`config.mk`:
```
export PLATFORM = sky130hd
export DESIGN_NAME = snake_head_stepper
export DESIGN_NICKNAME = d
export VERILOG_FILES = /design/src/rtl/snake_head_stepper.sv
export SDC_FILE = /design/constraint.sdc
export NUM_CORES = 1
export LEC_CHECK = 0
export CORE_UTILIZATION = 50
export DETAILED_ROUTE_END_ITERATION = 6
export HOLD_SLACK_MARGIN = 0.08
export PLACE_DENSITY = 0.81
export SLEW_MARGIN = 20
export SYNTH_ARGS = -nofsm -noshare
export SYNTH_HDL_FRONTEND = slang
export SYNTH_SLANG_ARGS = --single-unit
```
`constraint.sdc`:
```
create_clock -name clk -period 3 [get_ports clk]
set_clock_uncertainty 0.15 [all_clocks]
set_input_delay 0.75 -clock clk [delete_from_list [all_inputs] [get_ports clk]]
set_output_delay 0.75 -clock clk [all_outputs]
set_load 0.05 [all_outputs]
```
`src/rtl/snake_head_stepper.sv`:
```
// Snake head stepper: owns the game tick and moves the head one grid cell per tick,
// with toroidal wrap-around and rejection of 180-degree direction reversals.
module snake_head_stepper #(
  parameter int unsigned GRID_W      = 32,
  parameter int unsigned GRID_H      = 24,
  parameter int unsigned X_W         = 6,
  parameter int unsigned Y_W         = 5,
  parameter int unsigned TICK_CYCLES = 2500000,
  parameter int unsigned START_X     = 16,
  parameter int unsigned START_Y     = 12
) (
  input  logic           clk,
  input  logic           rst_n,
  input  logic [1:0]     dir_i,
  input  logic           start_i,
  input  logic           pause_i,
  input  logic           stop_i,
  output logic [X_W-1:0] head_x_o,
  output logic [Y_W-1:0] head_y_o,
  output logic [1:0]     cur_dir_o,
  output logic           step_o,
  output logic           running_o
);

  localparam int unsigned CntW = (TICK_CYCLES > 1) ? $clog2(TICK_CYCLES) : 1;
  localparam logic [CntW-1:0] TickLast = CntW'(TICK_CYCLES - 1);

  localparam logic [X_W-1:0] XMax   = X_W'(GRID_W - 1);
  localparam logic [Y_W-1:0] YMax   = Y_W'(GRID_H - 1);
  localparam logic [X_W-1:0] XStart = X_W'(START_X);
  localparam logic [Y_W-1:0] YStart = Y_W'(START_Y);

  localparam logic [1:0] DirTop   = 2'b00;
  localparam logic [1:0] DirRight = 2'b01;
  localparam logic [1:0] DirDown  = 2'b10;
  localparam logic [1:0] DirLeft  = 2'b11;

  localparam logic [1:0] StIdle  = 2'b00;
  localparam logic [1:0] StRun   = 2'b01;
  localparam logic [1:0] StPause = 2'b10;

  logic [1:0]      state_q, state_d;
  logic [X_W-1:0]  x_q, x_d;
  logic [Y_W-1:0]  y_q, y_d;
  logic [1:0]      cur_dir_q, cur_dir_d;
  logic [1:0]      pend_dir_q, pend_dir_d;
  logic [CntW-1:0] tick_cnt_q, tick_cnt_d;
  logic            step_q, step_d;
  logic            running_q, running_d;

  always_comb begin
    state_d    = state_q;
    x_d        = x_q;
    y_d        = y_q;
    cur_dir_d  = cur_dir_q;
    pend_dir_d = pend_dir_q;
    tick_cnt_d = tick_cnt_q;
    step_d     = 1'b0;

    case (state_q)
      StIdle: begin
        if (start_i) begin
          state_d    = StRun;
          x_d        = XStart;
          y_d        = YStart;
          cur_dir_d  = DirTop;
          pend_dir_d = DirTop;
          tick_cnt_d = '0;
        end
      end
      StRun: begin
        // Reversal is judged against the committed direction, not the pending one.
        if ((dir_i != cur_dir_q) && ((dir_i ^ cur_dir_q) != 2'b10)) begin
          pend_dir_d = dir_i;
        end
        if (stop_i) begin
          state_d = StIdle;
        end else if (pause_i) begin
          state_d = StPause;
        end else if (tick_cnt_q == TickLast) begin
          tick_cnt_d = '0;
          cur_dir_d  = pend_dir_q;
          step_d     = 1'b1;
          case (pend_dir_q)
            DirTop:   y_d = (y_q == '0)   ? YMax : y_q - 1'b1;
            DirDown:  y_d = (y_q == YMax) ? '0   : y_q + 1'b1;
            DirLeft:  x_d = (x_q == '0)   ? XMax : x_q - 1'b1;
            DirRight: x_d = (x_q == XMax) ? '0   : x_q + 1'b1;
            default:  ;
          endcase
        end else begin
          tick_cnt_d = tick_cnt_q + 1'b1;
        end
      end
      StPause: begin
        if (stop_i) begin
          state_d = StIdle;
        end else if (pause_i) begin
          state_d = StRun;
        end
      end
      default: state_d = StIdle;
    endcase

    running_d = (state_d == StRun);
  end

  always_ff @(posedge clk or negedge rst_n) begin
    if (!rst_n) begin
      state_q    <= StIdle;
      x_q        <= XStart;
      y_q        <= YStart;
      cur_dir_q  <= DirTop;
      pend_dir_q <= DirTop;
      tick_cnt_q <= '0;
      step_q     <= 1'b0;
      running_q  <= 1'b0;
    end else begin
      state_q    <= state_d;
      x_q        <= x_d;
      y_q        <= y_d;
      cur_dir_q  <= cur_dir_d;
      pend_dir_q <= pend_dir_d;
      tick_cnt_q <= tick_cnt_d;
      step_q     <= step_d;
      running_q  <= running_d;
    end
  end

  assign head_x_o  = x_q;
  assign head_y_o  = y_q;
  assign cur_dir_o = cur_dir_q;
  assign step_o    = step_q;
  assign running_o = running_q;

endmodule

```
==> flow_summary.yaml, run 1 <==
synth:
  synth.area.top_cells: "dfrtp_1 (36%), o21ai_0 (4.8%), nand3_1 (3.6%)"
  synth-main-ff-cell: "dfrtp_1"
  ys_seq_area_share_pct: 39.2
  synthesis.area_um2: 2630
  synth_top_area_share_pct: 36.2
  ys_types: 51
  synth_edf_count: 0
  syn_nets: 320
  async_flop_share_pct: 100
  netlist_instances: 307
  ys_warn_count: 0
  ys_seq_elements: 41
  yosys.area.top_type: "dfrtp_1"
  avgSynthCellArea_um2: 8.56
route:
  routed-wl-met2_mm: 3.01
  wl_met3_um: 351
  met1_length_mm: 2.91
  wl_per_cell_um: 15.9
  drtIter0Drc: 236
  wl_mm: 6.33
  drt.antenna.violating_nets: 0
  drc: 0
  dr.max_layer_used: "met4"
  viasPerCell: 6.24
  via_count: 2491
  firstDrtPassIters: 5
floorplan:
  fp.dieArea_um2: 5550
  ioPinCount: 22
  rows: 26
  die_h_um: 74.5
  die_w_um: 74.5
  start_util_pct: 51.8
  core-area_um2: 5070
layout:
  multi_input_comb_area_um2: 1490
  num_antenna_cells: 0
  drive_above_1_share_pct: 8.81
  postLayoutCoreUtil_pct: 59.5
  final_cell_mix: "dfrtp_1 (38), o21ai_0 (25), nand2_1 (25), clkdlybuf4s50_1 (20), nand3_1 (19)"
  regArea_um2: 1030
  fin_nets: 341
  fill_cells: 467
  areaGrowthSynthToFinish_pct: 15.0
  final_common_cell: "dfrtp_1"
cts:
  clkTransAtPathRegs_ps: 80
  cts_sinks: 41
  worst_skew_pair.late_latency_ps: 300
  post_cts_resized: 0
  postCtsSetupBuffers: 0
  cts_root_buf: "clkbuf_8"
  clockBufferDepth: 2
  cts_hold_buf: 0
  cts_tree: "done"
  cts_max_level: 2
  numCtsBuffers: 5
sta:
  drv_slew: 0
  max_slew_margin_pct: 39.8
  min_period_ps: 2650
  hold_violations: 0
  setup_tns_ps: 0
  fmax_mhz: 377
  finalCritPeriodShare_pct: 88.3
  tightestPinTransition_ps: 903
  grt_setup_unrepaired: "false"
  timing.final.ws_setup_ps: 350
  setup_viol: 0
setup_path:
  worstPathBufferInverterCount: 1
  critical_path.max_stage_delay_ps: 830
  worstPathCellList: "clkdlybuf4s50_1"
  worstSetupPathType: "reg -> out"
  required_ps: 2100
  cp_max_fo: 10
  rr_endpoint: "head_x_o[2]"
  reg2reg_depth: 6
  end_kind: "primary output"
  slowest_stage: "clkdlybuf4s50_1"
  cp_top_family: "buffers and inverters"
  critical_path.startpoint_type: "register"
  r2r_slack_ps: 540
  cp.arrival_ps: 1750
  r2r_start: "tick_cnt_q[1]"
min_path:
  worst_hold_path_type: "reg -> reg"
  whs_path_depth: 1
  min-delay-start: "tick_cnt_q[18]"
  whs_endpoint: "tick_cnt_q[18]"
grt:
  grt_pass1_wl_mm: 10.5
  grt_pass1_vias: 2216
  grt_antenna_before_repair: 0
  grt-ovfl-total: 0
  grt_usage_pct: 24.5
  grt_max_degree: 42
place:
  gp_congestion: 0.903
  io_buffers: 21
  place.detailed.hpwl_mm: 4.44
  dp_slack_ps: 152
power:
  irDropWorstVdd_v: 0.000561
  leakagePower_uw: 0.00119
  pwr_density_cell_nw_per_um2: 571
run_status:
  status: "completed"
flow_run:
  cap_viol_max_count: 0
## state kept, by name, summed over array words and instances, names as in the netlist
register	flops
state_q	2
running_o	1
head_y_o	5
head_x_o	6
step_o	1
pend_dir_q	2
tick_cnt_q	22
cur_dir_o	2
## synthesized netlist by cell type (2+ instances only)
master / n
nand3_1: 19
and4_1: 2
inv_1: 14
nor2b_1: 8
a211oi_1: 2
ha_1: 6
xor2_1: 2
nor4b_1: 3
clkbuf_1: 15
a21oi_2: 2
a31oi_1: 14
nor3b_1: 3
a41oi_1: 7
nand2b_1: 6
nand2_1: 25
mux2i_1: 2
nand4_1: 8
dfrtp_1: 38
o211ai_1: 4
dfstp_2: 3
o22ai_1: 2
a2bb2oi_1: 2
nor3_1: 9
o21bai_1: 2
o31ai_1: 4
and2_1: 2
a21oi_1: 15
and3_1: 5
nand3b_1: 4
a22o_1: 6
xnor2_1: 3
mux2_2: 2
or3_1: 5
nor2_1: 17
o21ai_0: 25
nor4_1: 6
## layout make-up
cell class,instances,area share (%)
Sequential cell,41,34.1
Clock buffer,6,2.73
Multi-Input combinational cell,237,49.3
Clock inverter,2,0.456
Inverter,14,1.74
Timing Repair Buffer,29,8.78
Tap cell,70,2.90
## routing by layer
layer,up-vias,global-route usage [%]
li1,1199,-
met1,1191,35.3
met4,0,7.13
met3,6,4.34
met5,-,0
met2,95,37.6
## how the worst max path moves through the flow
stage	startpoint	endpoint	slack (ps)	cells past startpoint
6_report	head_y_o[2]	head_y_o[2]	350	1
5_1_grt	head_y_o[2]	head_y_o[2]	280	1
4_1_cts	head_y_o[2]	head_y_o[2]	340	1
3_5_place_dp	stop_i	head_y_o[0]	150	6
3_3_place_gp	stop_i	head_y_o[0]	210	6
2_1_floorplan	stop_i	tick_cnt_q[17]	630	5
## per-stage QoR
stage | total power, uW | hold slack, ps | instances | instance area (um^2)
6_report | 1720 | 364 | 399 | 3020
5_1_grt | 1830 | 392 | 399 | 3020
4_1_cts | 1730 | 362 | 399 | 3020
3_5_place_dp | 1340 | 347 | 391 | 2920
3_3_place_gp | 1320 | 336 | 391 | 2920
2_1_floorplan | 1150 | 302 | 307 | 2630
## power breakdown
group	total [uW]	internal [uW]	switching, uW
clock	386	187	199
combinational	602	237	365
sequential	736	619	117
## logic make-up after synthesis
family,synth area share [%]
flip-flops,39.2
adder cells (fa/ha/maj),2.86
AO/OA/AOI/OAI,23.8
AND/OR/NAND/NOR,26.7
multiplexers,1.62
XOR/XNOR,1.67
buffers and inverters,4.14
Note: power is estimated with default switching activity, not from simulation.
==> run 2: changes to the inputs <==
--- a/config.mk
+++ b/config.mk
@@ -6,6 +6,7 @@
 export NUM_CORES = 1
 export LEC_CHECK = 0
 export CORE_UTILIZATION = 50
+export CTS_CLUSTER_DIAMETER = 80
 export DETAILED_ROUTE_END_ITERATION = 6
 export HOLD_SLACK_MARGIN = 0.08
 export PLACE_DENSITY = 0.81
==> results of run 2 <==
Final layout, timing and power as in run 1 (identical DEF).
